$ cat config.mk
export PLATFORM = sky130hd
export DESIGN_NAME = tt_um_johnson_decoder
export DESIGN_NICKNAME = d
export VERILOG_FILES = /design/src/rtl/tt_um_johnson_decoder.sv
export SDC_FILE = /design/constraint.sdc
export NUM_CORES = 1
export LEC_CHECK = 0
export ABC_AREA = 1
export CORE_MARGIN = 2
export CORE_UTILIZATION = 49
export DETAILED_ROUTE_END_ITERATION = 7
export PLACE_DENSITY = 0.76
export SLEW_MARGIN = 10
export SYNTH_ARGS = -nofsm -noshare
export SYNTH_HDL_FRONTEND = slang
export SYNTH_SLANG_ARGS = --single-unit
export TNS_END_PERCENT = 50
$ cat constraint.sdc
create_clock -name clk -period 1.25 [get_ports clk]
set_input_delay 0.125 -clock clk [delete_from_list [all_inputs] [get_ports clk]]
set_output_delay 0.125 -clock clk [all_outputs]
set_load 0.005 [all_outputs]
$ cat src/rtl/tt_um_johnson_decoder.sv
// Johnson-code receiver tile: decodes an 8-bit twisted-ring code to a step
// index, tracks sequence lock and counts sequence errors.
module tt_um_johnson_decoder #(
  parameter int unsigned LOCK_N     = 3,
  parameter bit          ALLOW_HOLD = 1'b0
) (
  input  logic       clk,
  input  logic       rst_n,
  input  logic       ena,
  input  logic [7:0] ui_in,
  input  logic [7:0] uio_in,
  output logic [7:0] uo_out,
  output logic [7:0] uio_out,
  output logic [7:0] uio_oe
);

  typedef enum logic [1:0] {HUNT, CHECK, LOCKED} state_e;

  localparam logic [2:0] LOCK_TGT = 3'(LOCK_N);

  state_e     state_q, state_d;
  logic [3:0] idx_q, idx_d;
  logic       valid_q, valid_d;
  logic [3:0] exp_q, exp_d;
  logic [2:0] mcnt_q, mcnt_d;
  logic       seq_err_q, seq_err_d;
  logic [3:0] err_cnt_q, err_cnt_d;

  logic       sample;
  logic       err_inc;
  logic       is_hold;
  logic [3:0] pop;
  logic [7:0] lo_mask;
  logic [7:0] hi_mask;
  logic [3:0] dec_idx;
  logic       dec_valid;
  logic       unused_bits;

  assign sample      = ena & uio_in[0];
  assign unused_bits = ^uio_in[7:2];

  // Decode the raw code: ones must be contiguous from LSB (rising half) or from MSB (falling half)
  always_comb begin
    pop = '0;
    for (int unsigned i = 0; i < 8; i++) begin
      pop = pop + {3'b000, ui_in[i]};
    end
    lo_mask   = 8'((9'd1 << pop) - 9'd1);
    hi_mask   = ~8'((9'd1 << (4'd8 - pop)) - 9'd1);
    dec_valid = 1'b0;
    dec_idx   = '0;
    if (ui_in == 8'hFF) begin
      dec_valid = 1'b1;
      dec_idx   = 4'd8;
    end else if (!ui_in[7]) begin
      dec_valid = (ui_in == lo_mask);
      dec_idx   = dec_valid ? pop : 4'd0;
    end else begin
      dec_valid = (ui_in == hi_mask);
      dec_idx   = dec_valid ? 4'(5'd16 - {1'b0, pop}) : 4'd0;
    end
  end

  assign is_hold = ALLOW_HOLD && (dec_idx == exp_q - 4'd1);

  // Next-state logic: sequence tracking, lock FSM and error counter
  always_comb begin
    state_d   = state_q;
    idx_d     = idx_q;
    valid_d   = valid_q;
    exp_d     = exp_q;
    mcnt_d    = mcnt_q;
    seq_err_d = 1'b0;
    err_inc   = 1'b0;
    err_cnt_d = err_cnt_q;
    if (sample) begin
      idx_d   = dec_idx;
      valid_d = dec_valid;
      case (state_q)
        HUNT: begin
          if (dec_valid) begin
            exp_d   = dec_idx + 4'd1;
            mcnt_d  = 3'd1;
            state_d = CHECK;
          end
        end
        CHECK: begin
          if (!dec_valid) begin
            state_d = HUNT;
            mcnt_d  = '0;
          end else if (dec_idx == exp_q) begin
            exp_d  = dec_idx + 4'd1;
            mcnt_d = mcnt_q + 3'd1;
            if (mcnt_q + 3'd1 == LOCK_TGT) state_d = LOCKED;
          end else if (is_hold) begin
            state_d = CHECK;
          end else begin
            exp_d  = dec_idx + 4'd1;
            mcnt_d = 3'd1;
          end
        end
        LOCKED: begin
          if (dec_valid && dec_idx == exp_q) begin
            exp_d = dec_idx + 4'd1;
          end else if (dec_valid && is_hold) begin
            state_d = LOCKED;
          end else begin
            seq_err_d = 1'b1;
            err_inc   = 1'b1;
            state_d   = HUNT;
            mcnt_d    = '0;
          end
        end
        default: state_d = HUNT;
      endcase
    end
    // Clear takes priority over a same-cycle increment; the pulse itself is unaffected
    if (ena && uio_in[1]) begin
      err_cnt_d = '0;
    end else if (err_inc && err_cnt_q != 4'hF) begin
      err_cnt_d = err_cnt_q + 4'd1;
    end
  end

  // State registers with asynchronous active-low reset
  always_ff @(posedge clk or negedge rst_n) begin
    if (!rst_n) begin
      state_q   <= HUNT;
      idx_q     <= '0;
      valid_q   <= 1'b0;
      exp_q     <= '0;
      mcnt_q    <= '0;
      seq_err_q <= 1'b0;
      err_cnt_q <= '0;
    end else begin
      state_q   <= state_d;
      idx_q     <= idx_d;
      valid_q   <= valid_d;
      exp_q     <= exp_d;
      mcnt_q    <= mcnt_d;
      seq_err_q <= seq_err_d;
      err_cnt_q <= err_cnt_d;
    end
  end

  assign uo_out  = {state_q == CHECK, seq_err_q, state_q == LOCKED, valid_q, idx_q};
  assign uio_out = {err_cnt_q, 4'b0000};
  assign uio_oe  = 8'hF0;

endmodule
==> results by group, run 1 <==
Outcome
  • Outcome: finished, violations left
  • Failing checks: setup timing

Hold path
  • Hold Crit Class: input pin to asynchronous set/reset pin

Worst setup path
  • Worst Path Required: 1410 ps
  • Crit end category: flip-flop
  • Crit-path leading delay family: adder cells
  • Worst-path maximum fanout: 4
  • Nature of the critical path startpoint: input pin
  • CP max stage cell: fa_1
  • Largest stage delay, worst path: 550 ps
  • Worst EP arrival: 5280 ps
  • Critical Path Most Common Cell: nand2_1
  • WS Path Type: input pin to flip-flop
  • WP buf/inv: 6

Synthesis
  • EDFF count, synth: 0
  • Simple-Gate Fraction of Synth Area: roughly two fifths
  • Mapped Area: ~2400 um^2
  • Mux cell area share after synthesis: 0%
  • Largest family of logic cells by synthesized area: simple AND/OR/NAND/NOR gates
  • Syn Area/Cell: around 6.5 um^2
  • Ys Warns: 0
  • Main flop type after synthesis: dfrtp_1
  • Adder-cell share of the synthesized area: 13.8%
  • Mapped Cells: 368
  • Ys async rst share: 100%
  • XOR/XNOR share of the synthesized area: around 5%
  • Sequential area share after synthesis: 19.9%
  • Compound-Gate Fraction of Synth Area: between 7 and 8%
  • Synth cell types: 35
  • Flops & latches, synth: 19

STA
  • Final setup margin: -3870 ps
  • RSZ-0062 raised after global routing: true
  • Crit path time final: 5120 ps
  • Final period util: 410%
  • Final setup viols: 20
  • Final hold vios: 0
  • Fmax: 0.195 GHz
  • Final max-slew violation count: 0
  • Worst Clk Skew: 3.57 ps

Clocking
  • H-Tree Depth: 1
  • CTS tree: yes
  • Worst-path clk slew: 70 ps
  • Hold_buf cts: 0
  • CTS buffer count: 3
  • Sink Count: 19
  • Clock root cell: clkbuf_8
  • Max Root-Sink Buffers: 2
  • Skew-Pair Late Insertion Delay: 260 ps

Finish
  • Area growth, synth to finish: 46.9%
  • Commonest cells after routing, fill and taps aside: nand2_1 (93), buf_4 (78), inv_1 (42)
  • Post-route cell area: 3510 um^2
  • Commonest non-fill, non-tap cell in the layout: nand2_1
  • Final nets: 515
  • Share of cells above drive strength 1: 34.2%
  • # diodes: 0

Global routing
  • Pin count of the biggest net entering global routing: 20
  • First-pass GRT wire length: 10.7 mm
  • Total Routing Usage GR: around 25%
  • Grt ovf: 0
  • Initial antenna violation count: 0
  • Vias in the first global route: 2509

Routing
  • DRT Pass-1 Iters: 5
  • Via count: 2742
  • Detail Route Antenna Nets: 0
  • DRC Markers: 0
  • Routed vias/inst: 5.10
  • Initial DRC Count: 159
  • Wire per inst: 12.6 um
  • Final Routed Wirelength: about 6.8 mm

Floorplan
  • Core Area: 4720 um^2
  • Row cnt: 25
  • Initial core utilization: 50.5%
  • # IOs: 43
  • Die area: approximately 5400 um^2
  • Die Height: around 74 um
  • Die Width: 73.8 um

Placement
  • DP HPWL: about 5 mm
  • Area after DPL: between 3000 and 4000 um^2
  • Number of buffers added on ports: 24
  • Setup Slack @ Placement: -4780 ps
  • GP Congestion: 0.869

Pwr
  • Leakage: 2.00 nW
  • Worst IR Drop VDD: around 0.9 mV
  • Final Power: 5.85 mW
  • Cell Pwr Density: 1670 nW/um^2

Run
  • Max-Cap Viols: 0
-- Yosys cell counts (7+ instances only) --
cell,count,area (um^2)
nand2_1,105,394
dfrtp_1,19,475
nand3_1,42,210
xor2_1,7,61.3
buf_4,14,105
o21ai_0,13,65.1
nor2_1,25,93.8
inv_1,54,203
nand2_2,9,56.3
a21oi_1,7,35.0
ha_1,20,250
-- report_power, final --
part / leakage (nW) / switching (mW) / total [mW] / internal, mW
registers: 0.252 / 0.0916 / 0.800 / 0.708
clock network: 0.0228 / 0.208 / 0.435 / 0.227
logic: 1.72 / 2.53 / 4.61 / 2.08
-- state kept, by name (all words and copies together) (netlist names) --
register / flops
err_cnt_q: 4
exp_q: 4
idx_q: 4
mcnt_q: 3
seq_err_q: 1
state_q: 2
valid_q: 1
-- what timing repair did --
action | in CTS | in global routing
endpoints found under the hold margin | 0 | 0
pin swaps | 20 | 24
resized for setup | 61 | 28
setup endpoints to repair | 28 | 23
buffers inserted | 4 | 2
-- layout make-up --
cell class,count,area (um^2)
inverters,59,239
repair buffers,105,861
fillers,345,1220
well taps,67,83.8
multi-input cells,284,1800
flip-flops and latches,19,477
clock buffers,4,45.0
-- metrics by stage --
stage	util, %	TNS [ps]	hold slack [ps]	cells
2_1_floorplan	-	-70220	-171	378
3_3_place_gp	68.6	-84510	475	528
3_5_place_dp	68.6	-87090	479	528
4_1_cts	72.2	-69570	200	536
5_1_grt	74.2	-74810	228	538
6_report	74.2	-69360	199	538
-- path summary, 6_finish.rpt --
check / slack (ps) / end / start / cells past startpoint
worst max register to register: -240 / state_q[1] / mcnt_q[0] / 8
worst min-delay path: 200 / idx_q[1] / rst_n / 2
max in group asynchronous: 830 / state_q[0] / rst_n / 2
min in group clk: 500 / idx_q[2] / idx_q[2] / 2
worst max-delay path: -3870 / state_q[1] / ui_in[6] / 32
worst min register to register: 500 / idx_q[2] / idx_q[2] / 2
-- kinds of logic (layout without fill, tap and decap cells) --
kind of cell	count (synthesis)	count (layout)
other	2	12
buffers and inverters	75	168
xor gates and xnor gates	12	12
DFF	19	19
AOI/OAI and AO/OA	31	31
and+or+nand+nor	205	205
adders and majority gates	24	24
-- per-layer routing --
layer	global-route usage, %	vias up	part of all wire (%)
li1	-	1350	-
met1	32.5	1291	45
met2	42.8	91	49
met3	4.80	10	5.1
met4	5.45	0	1.0
met5	0	-	0
(Power assumes the default switching activity.)
==> run 2, diff against run 1 <==
ABC_CLOCK_PERIOD_IN_PS = 1250   (was not set)
==> results of run 2 <==
The final DEF is identical to that of run 1; final timing and power are the same.
==> run 3, diff against run 2 <==
PLACE_DENSITY = 0.81   (was 0.76)
==> run 3 against run 2 <==
  * The flow still finishes with violations (setup timing)
  * Global-route usage increased by 3.5 points
  * Count of clock-buffer cells in the layout fell by 1
  * Via count up 9.7%
  * Utilization up 1.3 points
  * Non-clock buffer count increased by 6
  * Clock skew decreased by 2.3 ps
  * Clock power grew 2%
  * Sequential power is 1% higher
  * Critical path depth down 2
  * Total power rose by 11%
  * Combinational power increased by 13%
  * Die area did not move
  * Critical path type unchanged
==> results by group, run 3 (same netlist as run 1, synthesis figures left out) <==
Floorplan
  • Die area: 5450 um^2 (unchanged)
  • Initial core utilization: 50.5% (unchanged)
  • Die Width: 73.8 um (unchanged)
  • Row cnt: 25 (unchanged)
  • # IOs: 43 (unchanged)
  • Die Height: 73.8 um (unchanged)
  • Core Area: 4720 um^2 (unchanged)

STA
  • Crit path time final: 5390 ps (+270 ps)
  • Final hold vios: 0 (unchanged)
  • Final setup viols: 19 (-5.0%)
  • WHS: 194 ps (-4.72 ps)
  • Worst Clk Skew: 1.29 ps (-2.28 ps)
  • RSZ-0062 raised after global routing: true
  • Final period util: 431% (+22 points)
  • Fmax: 0.185 GHz (-5.0%)
  • Final max-slew violation count: 0 (unchanged)
  • Final setup margin: -4140 ps (-270 ps)

Hold path
  • Hold Crit Class: input pin to asynchronous set/reset pin

Global routing
  • Vias in the first global route: 2718 (+8.3%)
  • Pin count of the biggest net entering global routing: 20 (unchanged)
  • Grt ovf: 0 (unchanged)
  • Initial antenna violation count: 0 (unchanged)
  • Total Routing Usage GR: 28.5% (+3.5 points)
  • First-pass GRT wire length: 12.2 mm (+13%)

Routing
  • DRT Pass-1 Iters: 5 (unchanged)
  • DRC Markers: 0 (unchanged)
  • Final Routed Wirelength: 8.32 mm (+23%)
  • Via count: 3007 (+9.7%)
  • Wire per inst: 15.3 um (+21%)
  • Initial DRC Count: 305 (+92%)
  • Routed vias/inst: 5.53 (+8.5%)
  • Detail Route Antenna Nets: 0 (unchanged)

Clocking
  • H-Tree Depth: 1 (unchanged)
  • CTS buffer count: 3 (unchanged)
  • CTS tree: yes
  • Hold_buf cts: 0 (unchanged)
  • Worst-path clk slew: 80 ps (about the same)
  • Max Root-Sink Buffers: 2 (unchanged)
  • Clock root cell: clkbuf_8
  • Skew-Pair Late Insertion Delay: 260 ps (about the same)
  • Sink Count: 19 (unchanged)

Worst setup path
  • Worst-path maximum fanout: 5 (+1)
  • Largest stage delay, worst path: 590 ps (+40 ps)
  • Critical Path Most Common Cell: nand2_1
  • Worst Path Required: 1400 ps (about the same)
  • Crit end category: flip-flop
  • WP buf/inv: 7 (+1)
  • Nature of the critical path startpoint: input pin
  • CP max stage cell: fa_1
  • WS Path Type: input pin to flip-flop
  • Crit-path leading delay family: adder cells
  • Worst EP arrival: 5540 ps (+260 ps)

Pwr
  • Worst IR Drop VDD: 0.817 mV (-9.6%)
  • Final Power: 6.46 mW (+11%)
  • Leakage: 2.05 nW (+2.5%)
  • Cell Pwr Density: 1810 nW/um^2 (+8.6%)

Outcome
  • Outcome: finished, violations left
  • Failing checks: setup timing

Finish
  • Commonest non-fill, non-tap cell in the layout: nand2_1
  • Commonest cells after routing, fill and taps aside: nand2_1 (92), buf_4 (82), inv_1 (44)
  • Biggest registers after layout: err_cnt_q: 4 flops, exp_q: 4 flops, idx_q: 4 flops
  • Post-route cell area: 3570 um^2 (+1.7%)
  • Share of cells above drive strength 1: 35.4% (+1.2 points)
  • Final nets: 521 (+1.2%)
  • # diodes: 0 (unchanged)
  • Area growth, synth to finish: 49.4%
  • Layout fillers: 305 (-12%)

Placement
  • GP Congestion: 0.916 (+5.4%)
  • Number of buffers added on ports: 24 (unchanged)
  • DP HPWL: 5.23 mm (+4.2%)
  • Area after DPL: 3230 um^2 (-0.23%)

Run
  • Max-Cap Viols: 0 (unchanged)
[run 3: per-layer routing]
metal	GRT usage [%]	vias up	wire, um
li1	-	1356	-
met1	36.6	1363	3210
met2	49.5	220	3850
met3	4.94	68	808
met4	6.46	0	455
met5	0	-	0
[run 3: cell type report]
| cell class | instances | area, um^2 | area share [%] |
|---|---|---|---|
| timing repair buffer | 111 | 910 | 25.5 |
| inverter | 59 | 244 | 6.84 |
| multi-input combinational | 284 | 1800 | 50.6 |
| clock inverter | 1 | 7.51 | 0.211 |
| sequential | 19 | 475 | 13.3 |
| clock buffer | 3 | 41.3 | 1.16 |
| tap | 67 | 83.8 | 2.35 |
[run 3: worst paths after layout]
| check | from | end | slack (ps) | depth (start not counted) |
|---|---|---|---|---|
| max in group asynchronous | rst_n | exp_q[1] | 850 | 2 |
| max | ui_in[1] | mcnt_q[0] | -4140 | 30 |
| min reg2reg | idx_q[1] | idx_q[1] | 510 | 2 |
| min | rst_n | mcnt_q[0] | 190 | 2 |
| max reg2reg | mcnt_q[0] | state_q[0] | -410 | 9 |
| min in group clk | idx_q[1] | idx_q[1] | 510 | 2 |
[run 3: where the power goes]
part	switching (mW)	leakage, nW	internal [mW]	total (mW)
Sequential	0.106	0.253	0.704	0.810
Clock	0.221	0.0217	0.225	0.445
Combinational	2.93	1.77	2.28	5.21
Total	3.25	2.05	3.21	6.46
[run 3: per-stage QoR]
stage | utilization, % | TNS (ps) | instances | setup WS, ps
3_3_place_gp | 68.5 | -83850 | 527 | -4590
6_report | 75.5 | -74910 | 544 | -4140
2_1_floorplan | - | -70220 | 378 | -3920
4_1_cts | 73.3 | -70640 | 540 | -3900
5_1_grt | 75.5 | -78740 | 544 | -4350
3_5_place_dp | 68.5 | -87780 | 527 | -4840
[run 3: timing repair]
item                                    CTS  global route
resized for setup                        60            28
setup buffers                             9             4
pin swaps                                22            17
endpoints found under the setup margin   26            26
[run 3: worst reg2reg max path: cells and delay by family, from the launching register on]
kind | cells | cell delay, ps
AOI/OAI and AO/OA | 1 | 110
xor gates and xnor gates | 1 | 220
adders and majority gates | 1 | 210
buffers and inverters | 1 | 110
DFF | 1 | 390
and+or+nand+nor | 5 | 560
